==> src/rtl/vga_timing_pkg.sv <==
// Purpose: shared 640x480@60 timing constants and the vertical-region type for the sync decode stage.
// Latency: n/a (constants, types and a pure helper function only).
// Backpressure: n/a.
package vga_timing_pkg;

   // Default geometry, in pixels (horizontal) and lines (vertical)
   localparam int DEF_H_ACTIVE = 640;
   localparam int DEF_H_FRONT  = 16;
   localparam int DEF_H_SYNC   = 96;
   localparam int DEF_H_BACK   = 48;
   localparam int DEF_V_ACTIVE = 480;
   localparam int DEF_V_FRONT  = 10;
   localparam int DEF_V_SYNC   = 2;
   localparam int DEF_V_BACK   = 33;

   // Derived totals and sync windows (sync asserted for START <= count < END)
   localparam int DEF_H_TOTAL       = DEF_H_ACTIVE + DEF_H_FRONT + DEF_H_SYNC + DEF_H_BACK;
   localparam int DEF_V_TOTAL       = DEF_V_ACTIVE + DEF_V_FRONT + DEF_V_SYNC + DEF_V_BACK;
   localparam int DEF_HSYNC_START   = DEF_H_ACTIVE + DEF_H_FRONT;
   localparam int DEF_HSYNC_END     = DEF_HSYNC_START + DEF_H_SYNC;
   localparam int DEF_VSYNC_START   = DEF_V_ACTIVE + DEF_V_FRONT;
   localparam int DEF_VSYNC_END     = DEF_VSYNC_START + DEF_V_SYNC;

   // Vertical region of the current line; order matches the legal sequence
   typedef enum logic [1:0] {
      V_ACT  = 2'd0,
      V_FP   = 2'd1,
      V_SYNC = 2'd2,
      V_BP   = 2'd3
   } v_region_t;

   // Region that legally follows r in a well-formed count sequence
   function automatic v_region_t next_region(input v_region_t r);
      v_region_t n;
      case (r)
         V_ACT:   n = V_FP;
         V_FP:    n = V_SYNC;
         V_SYNC:  n = V_BP;
         default: n = V_ACT;
      endcase
      return n;
   endfunction

endpackage

==> src/rtl/vga_v_region_tracker.sv <==
// Purpose: tracks the vertical region from the incoming counts and flags illegal count sequences (sticky).
// Latency: 1 cycle, state and error are registered on the edge that samples the counts.
// Backpressure: none, a new count pair is consumed every cycle.
module vga_v_region_tracker
   import vga_timing_pkg::*;
#(
   parameter int ACT_LINES  = DEF_V_ACTIVE,
   parameter int FP_LINES   = DEF_V_FRONT,
   parameter int SYNC_LINES = DEF_V_SYNC
) (
   input  logic       pixel_clk,
   input  logic       reset_n,
   input  logic [9:0] h_count,
   input  logic [9:0] v_count,
   input  logic       count_ok,
   output v_region_t  v_state,
   output logic       timing_error
);

   // First line of each non-active region; lines from BP_FIRST up to the total are back porch
   localparam logic [9:0] FP_FIRST   = 10'(ACT_LINES);
   localparam logic [9:0] SYNC_FIRST = 10'(ACT_LINES + FP_LINES);
   localparam logic [9:0] BP_FIRST   = 10'(ACT_LINES + FP_LINES + SYNC_LINES);

   v_region_t decoded;
   v_region_t v_next;
   logic      line_edge;
   logic      err_set;

   // Region is only re-evaluated at the start of a line, and never on an out-of-range pair
   assign line_edge = count_ok && (h_count == 10'd0);

   // Region implied by the raw vertical count
   always_comb begin
      decoded = V_BP;
      if (v_count < FP_FIRST)
         decoded = V_ACT;
      else if (v_count < SYNC_FIRST)
         decoded = V_FP;
      else if (v_count < BP_FIRST)
         decoded = V_SYNC;
   end

   // State register
   always_ff @(posedge pixel_clk or negedge reset_n) begin
      if (!reset_n)
         v_state <= V_ACT;
      else
         v_state <= v_next;
   end

   // Next state: a legal advance and an illegal jump both load the decoded region (resync)
   always_comb begin
      v_next = v_state;
      if (line_edge && (decoded != v_state))
         v_next = decoded;
   end

   // Error decode: out-of-range counts, or a line-start region that is neither current nor successor
   always_comb begin
      err_set = 1'b0;
      if (!count_ok)
         err_set = 1'b1;
      else if (line_edge && (decoded != v_state) && (decoded != next_region(v_state)))
         err_set = 1'b1;
   end

   // Sticky error flag, cleared only by reset
   always_ff @(posedge pixel_clk or negedge reset_n) begin
      if (!reset_n)
         timing_error <= 1'b0;
      else if (err_set)
         timing_error <= 1'b1;
   end

endmodule

==> src/rtl/vga_sync_generator.sv <==
// Purpose: decodes raw h/v counts into registered sync pulses, display qualifier, coordinates, strobes and frame count.
// Latency: exactly 1 cycle for every output, so sync, display_on and coordinates stay aligned.
// Backpressure: none, a new count pair is accepted every cycle.
module vga_sync_generator
   import vga_timing_pkg::*;
#(
   parameter int   H_ACTIVE = DEF_H_ACTIVE,
   parameter int   H_FRONT  = DEF_H_FRONT,
   parameter int   H_SYNC   = DEF_H_SYNC,
   parameter int   H_BACK   = DEF_H_BACK,
   parameter int   V_ACTIVE = DEF_V_ACTIVE,
   parameter int   V_FRONT  = DEF_V_FRONT,
   parameter int   V_SYNC   = DEF_V_SYNC,
   parameter int   V_BACK   = DEF_V_BACK,
   parameter logic SYNC_POL = 1'b0
) (
   input  logic       pixel_clk,
   input  logic       reset_n,
   input  logic [9:0] h_count,
   input  logic [9:0] v_count,
   output logic       hsync,
   output logic       vsync,
   output logic       display_on,
   output logic [9:0] pixel_x,
   output logic [9:0] pixel_y,
   output logic       line_start,
   output logic       frame_start,
   output logic [5:0] frame_count,
   output logic       timing_error
);

   // Totals and windows as 32-bit constant sums, narrowed to the 10-bit compare width
   localparam int H_TOTAL = H_ACTIVE + H_FRONT + H_SYNC + H_BACK;
   localparam int V_TOTAL = V_ACTIVE + V_FRONT + V_SYNC + V_BACK;

   localparam logic [9:0] H_TOTAL_C  = 10'(H_TOTAL);
   localparam logic [9:0] V_TOTAL_C  = 10'(V_TOTAL);
   localparam logic [9:0] H_ACT_C    = 10'(H_ACTIVE);
   localparam logic [9:0] V_ACT_C    = 10'(V_ACTIVE);
   localparam logic [9:0] HS_START_C = 10'(H_ACTIVE + H_FRONT);
   localparam logic [9:0] HS_END_C   = 10'(H_ACTIVE + H_FRONT + H_SYNC);
   localparam logic [9:0] VS_START_C = 10'(V_ACTIVE + V_FRONT);
   localparam logic [9:0] VS_END_C   = 10'(V_ACTIVE + V_FRONT + V_SYNC);

   logic count_ok;
   logic hs_win;
   logic vs_win;
   logic visible;
   logic line_hit;
   logic frame_hit;

   // Input decode; an out-of-range pair suppresses every qualifier for that cycle
   assign count_ok  = (h_count < H_TOTAL_C) && (v_count < V_TOTAL_C);
   assign hs_win    = count_ok && (h_count >= HS_START_C) && (h_count < HS_END_C);
   assign vs_win    = count_ok && (v_count >= VS_START_C) && (v_count < VS_END_C);
   assign visible   = count_ok && (h_count < H_ACT_C) && (v_count < V_ACT_C);
   assign line_hit  = count_ok && (h_count == 10'd0);
   assign frame_hit = line_hit && (v_count == 10'd0);

   // Output registers, all updated on the edge that samples the counts
   always_ff @(posedge pixel_clk or negedge reset_n) begin
      if (!reset_n) begin
         hsync       <= ~SYNC_POL;
         vsync       <= ~SYNC_POL;
         display_on  <= 1'b0;
         pixel_x     <= 10'd0;
         pixel_y     <= 10'd0;
         line_start  <= 1'b0;
         frame_start <= 1'b0;
      end else begin
         hsync       <= hs_win ? SYNC_POL : ~SYNC_POL;
         vsync       <= vs_win ? SYNC_POL : ~SYNC_POL;
         display_on  <= visible;
         pixel_x     <= visible ? h_count : 10'd0;
         pixel_y     <= visible ? v_count : 10'd0;
         line_start  <= line_hit;
         frame_start <= frame_hit;
      end
   end

   // Frame counter advances on the same edge that registers frame_start high; wraps 63 -> 0
   always_ff @(posedge pixel_clk or negedge reset_n) begin
      if (!reset_n)
         frame_count <= 6'd0;
      else if (frame_hit)
         frame_count <= frame_count + 6'd1;
   end

   vga_v_region_tracker #(
      .ACT_LINES  (V_ACTIVE),
      .FP_LINES   (V_FRONT),
      .SYNC_LINES (V_SYNC)
   ) u_tracker (
      .pixel_clk    (pixel_clk),
      .reset_n      (reset_n),
      .h_count      (h_count),
      .v_count      (v_count),
      .count_ok     (count_ok),
      .v_state      (),
      .timing_error (timing_error)
   );

endmodule

==> config.mk <==
export PLATFORM = sky130hd
export DESIGN_NAME = vga_sync_generator
export DESIGN_NICKNAME = d
export VERILOG_FILES = /design/src/rtl/vga_timing_pkg.sv /design/src/rtl/vga_v_region_tracker.sv /design/src/rtl/vga_sync_generator.sv
export SDC_FILE = /design/constraint.sdc
export NUM_CORES = 1
export LEC_CHECK = 0
export CAP_MARGIN = 20
export CORE_ASPECT_RATIO = 1.5
export CORE_UTILIZATION = 43
export DETAILED_ROUTE_END_ITERATION = 6
export MAX_ROUTING_LAYER = met4
export PLACE_DENSITY = 0.82
export SLEW_MARGIN = 20
export SYNTH_ARGS = -nofsm -noshare
export SYNTH_HDL_FRONTEND = slang
export SYNTH_SLANG_ARGS = --single-unit
==> constraint.sdc <==
create_clock -name pixel_clk -period 1.9 [get_ports pixel_clk]
set_clock_uncertainty 0.05 [all_clocks]
set_input_delay 0.38 -clock pixel_clk [delete_from_list [all_inputs] [get_ports pixel_clk]]
set_output_delay 0.38 -clock pixel_clk [all_outputs]
set_load 0.02 [all_outputs]
==> results of run 1 <==
what timing repair did:
item                                    in CTS  in global routing
endpoints found under the setup margin      28                  7
pin swaps                                    2                  8
gates resized for setup                      5                 19
buffers inserted                             1                  1
layer usage:
layer	track usage [%]	wire length [µm]	vias up
li1	-	-	617
met5	-	0	-
met2	41.1	2130	49
met3	4.58	142	12
met4	15.6	116	0
met1	22.2	1330	623
kinds of logic after synthesis:
family	after synthesis	share of synthesized area, %
buf+inv	8	2.07
simple gates	57	24.8
mux	2	1.47
xor+xnor	5	3.02
compound gates	14	6.91
flops	34	58.9
fa+ha+maj	3	2.59
other cells	1	0.259
where the power goes:
group          internal [µW]  leakage [µW]  total, µW  switching, µW
clock network            292     0.0000482        529            237
registers                748      0.000443        755           6.91
logic                    129      0.000701        253            124
worst min path at each step:
| stage | endpoint | slack [ns] | cells past startpoint |
|---|---|---|---|
| final | pixel_x[0]$_DFF_PN0_ | 0.39 | 2 |
| after global routing | pixel_x[1]$_DFF_PN0_ | 0.39 | 2 |
| after detailed placement | frame_count[5]$_DFFE_PN0P_ | 0.42 | 1 |
| after global placement | frame_count[5]$_DFFE_PN0P_ | 0.41 | 1 |
| after CTS | frame_count[5]$_DFFE_PN0P_ | 0.43 | 1 |
| after floorplan | display_on$_DFF_PN0_ | 0.03 | 0 |
stage by stage:
step	area, µm²	worst slack (ns)
global placement	2190	-0.328
CTS	2300	-0.0368
global route	2370	-0.00262
finish	2370	0.0664
detailed placement	2190	-0.405
floorplan	1450	0.171
cells in the final DEF, fill, tap and decap left out, types with 3 or more instances in the layout:
| cell | instances |
|---|---|
| and3_1 | 20 |
| nor2_1 | 3 |
| dlymetal6s2s_1 | 9 |
| clkbuf_8 | 6 |
| nand4_1 | 4 |
| xnor2_1 | 4 |
| clkdlybuf4s50_1 | 42 |
| nor3_1 | 4 |
| inv_1 | 3 |
| buf_4 | 25 |
| ha_1 | 3 |
| dfrtp_1 | 32 |
| nand2_1 | 6 |
state kept, by name, indices dropped and copies added, names as in the netlist:
register / cells
frame_start: 1
u_tracker.timing_error: 1
pixel_y: 10
hsync: 1
u_tracker.v_state: 2
display_on: 1
frame_count: 6
line_start: 1
pixel_x: 10
vsync: 1
area by class of cell:
cell class	instances	area (µm²)
Fill cell	235	816
Timing Repair Buffer	79	749
Multi-Input combinational cell	82	619
Tap cell	40	50.0
Sequential cell	34	853
Clock buffer	7	86.3
Inverter	3	11.3
Clock inverter	1	5.00
==> reports/metrics.cfg, run 1 <==
[run_status]
run_status = finished, final reports clean

[grt]
gr-total-overflow = 0
grt_pass1_wl_mm = 5.87
track_usage_pct = 23.1
antenna_found_initial = 0
grt_max_degree = 35
grt_pass1_vias = 1340

[power]
ir_drop_uv = 466
p_leak_uw = 0.00119
power_uw = 1540
powerDensity_nw_per_um2 = 647

[layout]
nNetsFinal = 230
stdcell_count = 246
drive_above_1_share_pct = 22.8
synthToLayoutAreaGrowth_pct = 63.9
utilization_pct = 74.4
diodes = 0

[timing]
hold_ws_ns = 0.388
max_freq_ghz = 0.545
slew_violations = 0
min_period_over_period_pct = 96.5
setup_tns_ns = 0
finalSetupViolCount = 0
tightest_slew_ns = 0.601
finalCriticalPeriod_ns = 1.83
final_hold_viol_count = 0
slew_headroom_pct = 59.9

[yosys]
yosysUniqueCellTypes = 37
yosysWarnings = 0
yosys.area.top_type = dfrtp_1
yosys-top-cells-area = dfrtp_1 (55%), and3_1 (8.6%), dfstp_2 (3.6%)
yosys_most_used_dff = dfrtp_1
synth_edf_count = 0
synth_nets = 149
yosysMostFrequentCell = dfrtp_1
yosysTopAreaCellShare_pct = 55.3
yosysSeqAreaShare_pct = 58.9
syn_area_per_cell_um2 = 11.7
synth_seq_cells = 34
async_flop_share_pct = 100
synth_area_um2 = 1450
synthTopCellsByCount = dfrtp_1 (32), and3_1 (20), nand2_1 (6), clkbuf_1 (5), nor2_1 (5)
syn_inst = 124

[detailed_routing]
drtIter0Drc = 40
antenna_left = 0
dr.pass1.iters = 4
wl_mm = 3.72
drc = 0
via_per_inst = 5.29
wl_per_cell_um = 15.1
num_vias = 1301

[worst_setup_path]
slowest_stage = clkdlybuf4s50_1
worst_r2r_endpoint = u_tracker.timing_error$_DFFE_PN0P_
path_cells = clkdlybuf4s50_1
cp_top_family = buffers and inverters
cp_num_buf_inv = 1
arrival_ns = 1.40
crit_cells = 1
required_ns = 1.47
end_kind = primary output
max_stage_delay_ns = 0.61
r2r_slack_ns = 0.11
critPathMaxFanout = 1
crit_end = vsync
r2r_cells = 6
path_class = reg2out
rr_startpoint = u_tracker.v_state[0]$_DFFE_PN0P_
startpoint = vsync$_DFF_PN1_
startpoint_type = register

[floorplan]
die_h_um = 73.1
rows = 25
core_um2 = 3190
start_util_pct = 45.4
die_area_um2 = 3610
die_x_um = 49.4
io_pins = 54

[min_path]
hp-class = in2reg
worstHoldStart = h_count[0]

[cts]
clkSinkCount = 34
cts_tree = built
cts-htree-levels = 2
path_clk_slew_ns = 0.06
clock_latency_ns = 0.28
clk_path_buf_depth = 2
hold_buffers = 0
cts_buffers = 5
root_buffer = clkbuf_8

[placed_design]
gp_congestion = 0.805
placedCellCount = 236
place_hpwl_mm = 2.75
io_buffers = 53

[flow_run]
max_cap_violations = 0

Power figures use the tool's default switching activity.
==> inputs of run 2 (changes only) <==
--- a/config.mk
+++ b/config.mk
@@ -11,7 +11,6 @@
 export DETAILED_ROUTE_END_ITERATION = 6
 export MAX_ROUTING_LAYER = met4
 export PLACE_DENSITY = 0.82
-export SLEW_MARGIN = 20
 export SYNTH_ARGS = -nofsm -noshare
 export SYNTH_HDL_FRONTEND = slang
 export SYNTH_SLANG_ARGS = --single-unit
==> results of run 2 <==
No change in the layout: final DEF, timing and power equal those of run 1.
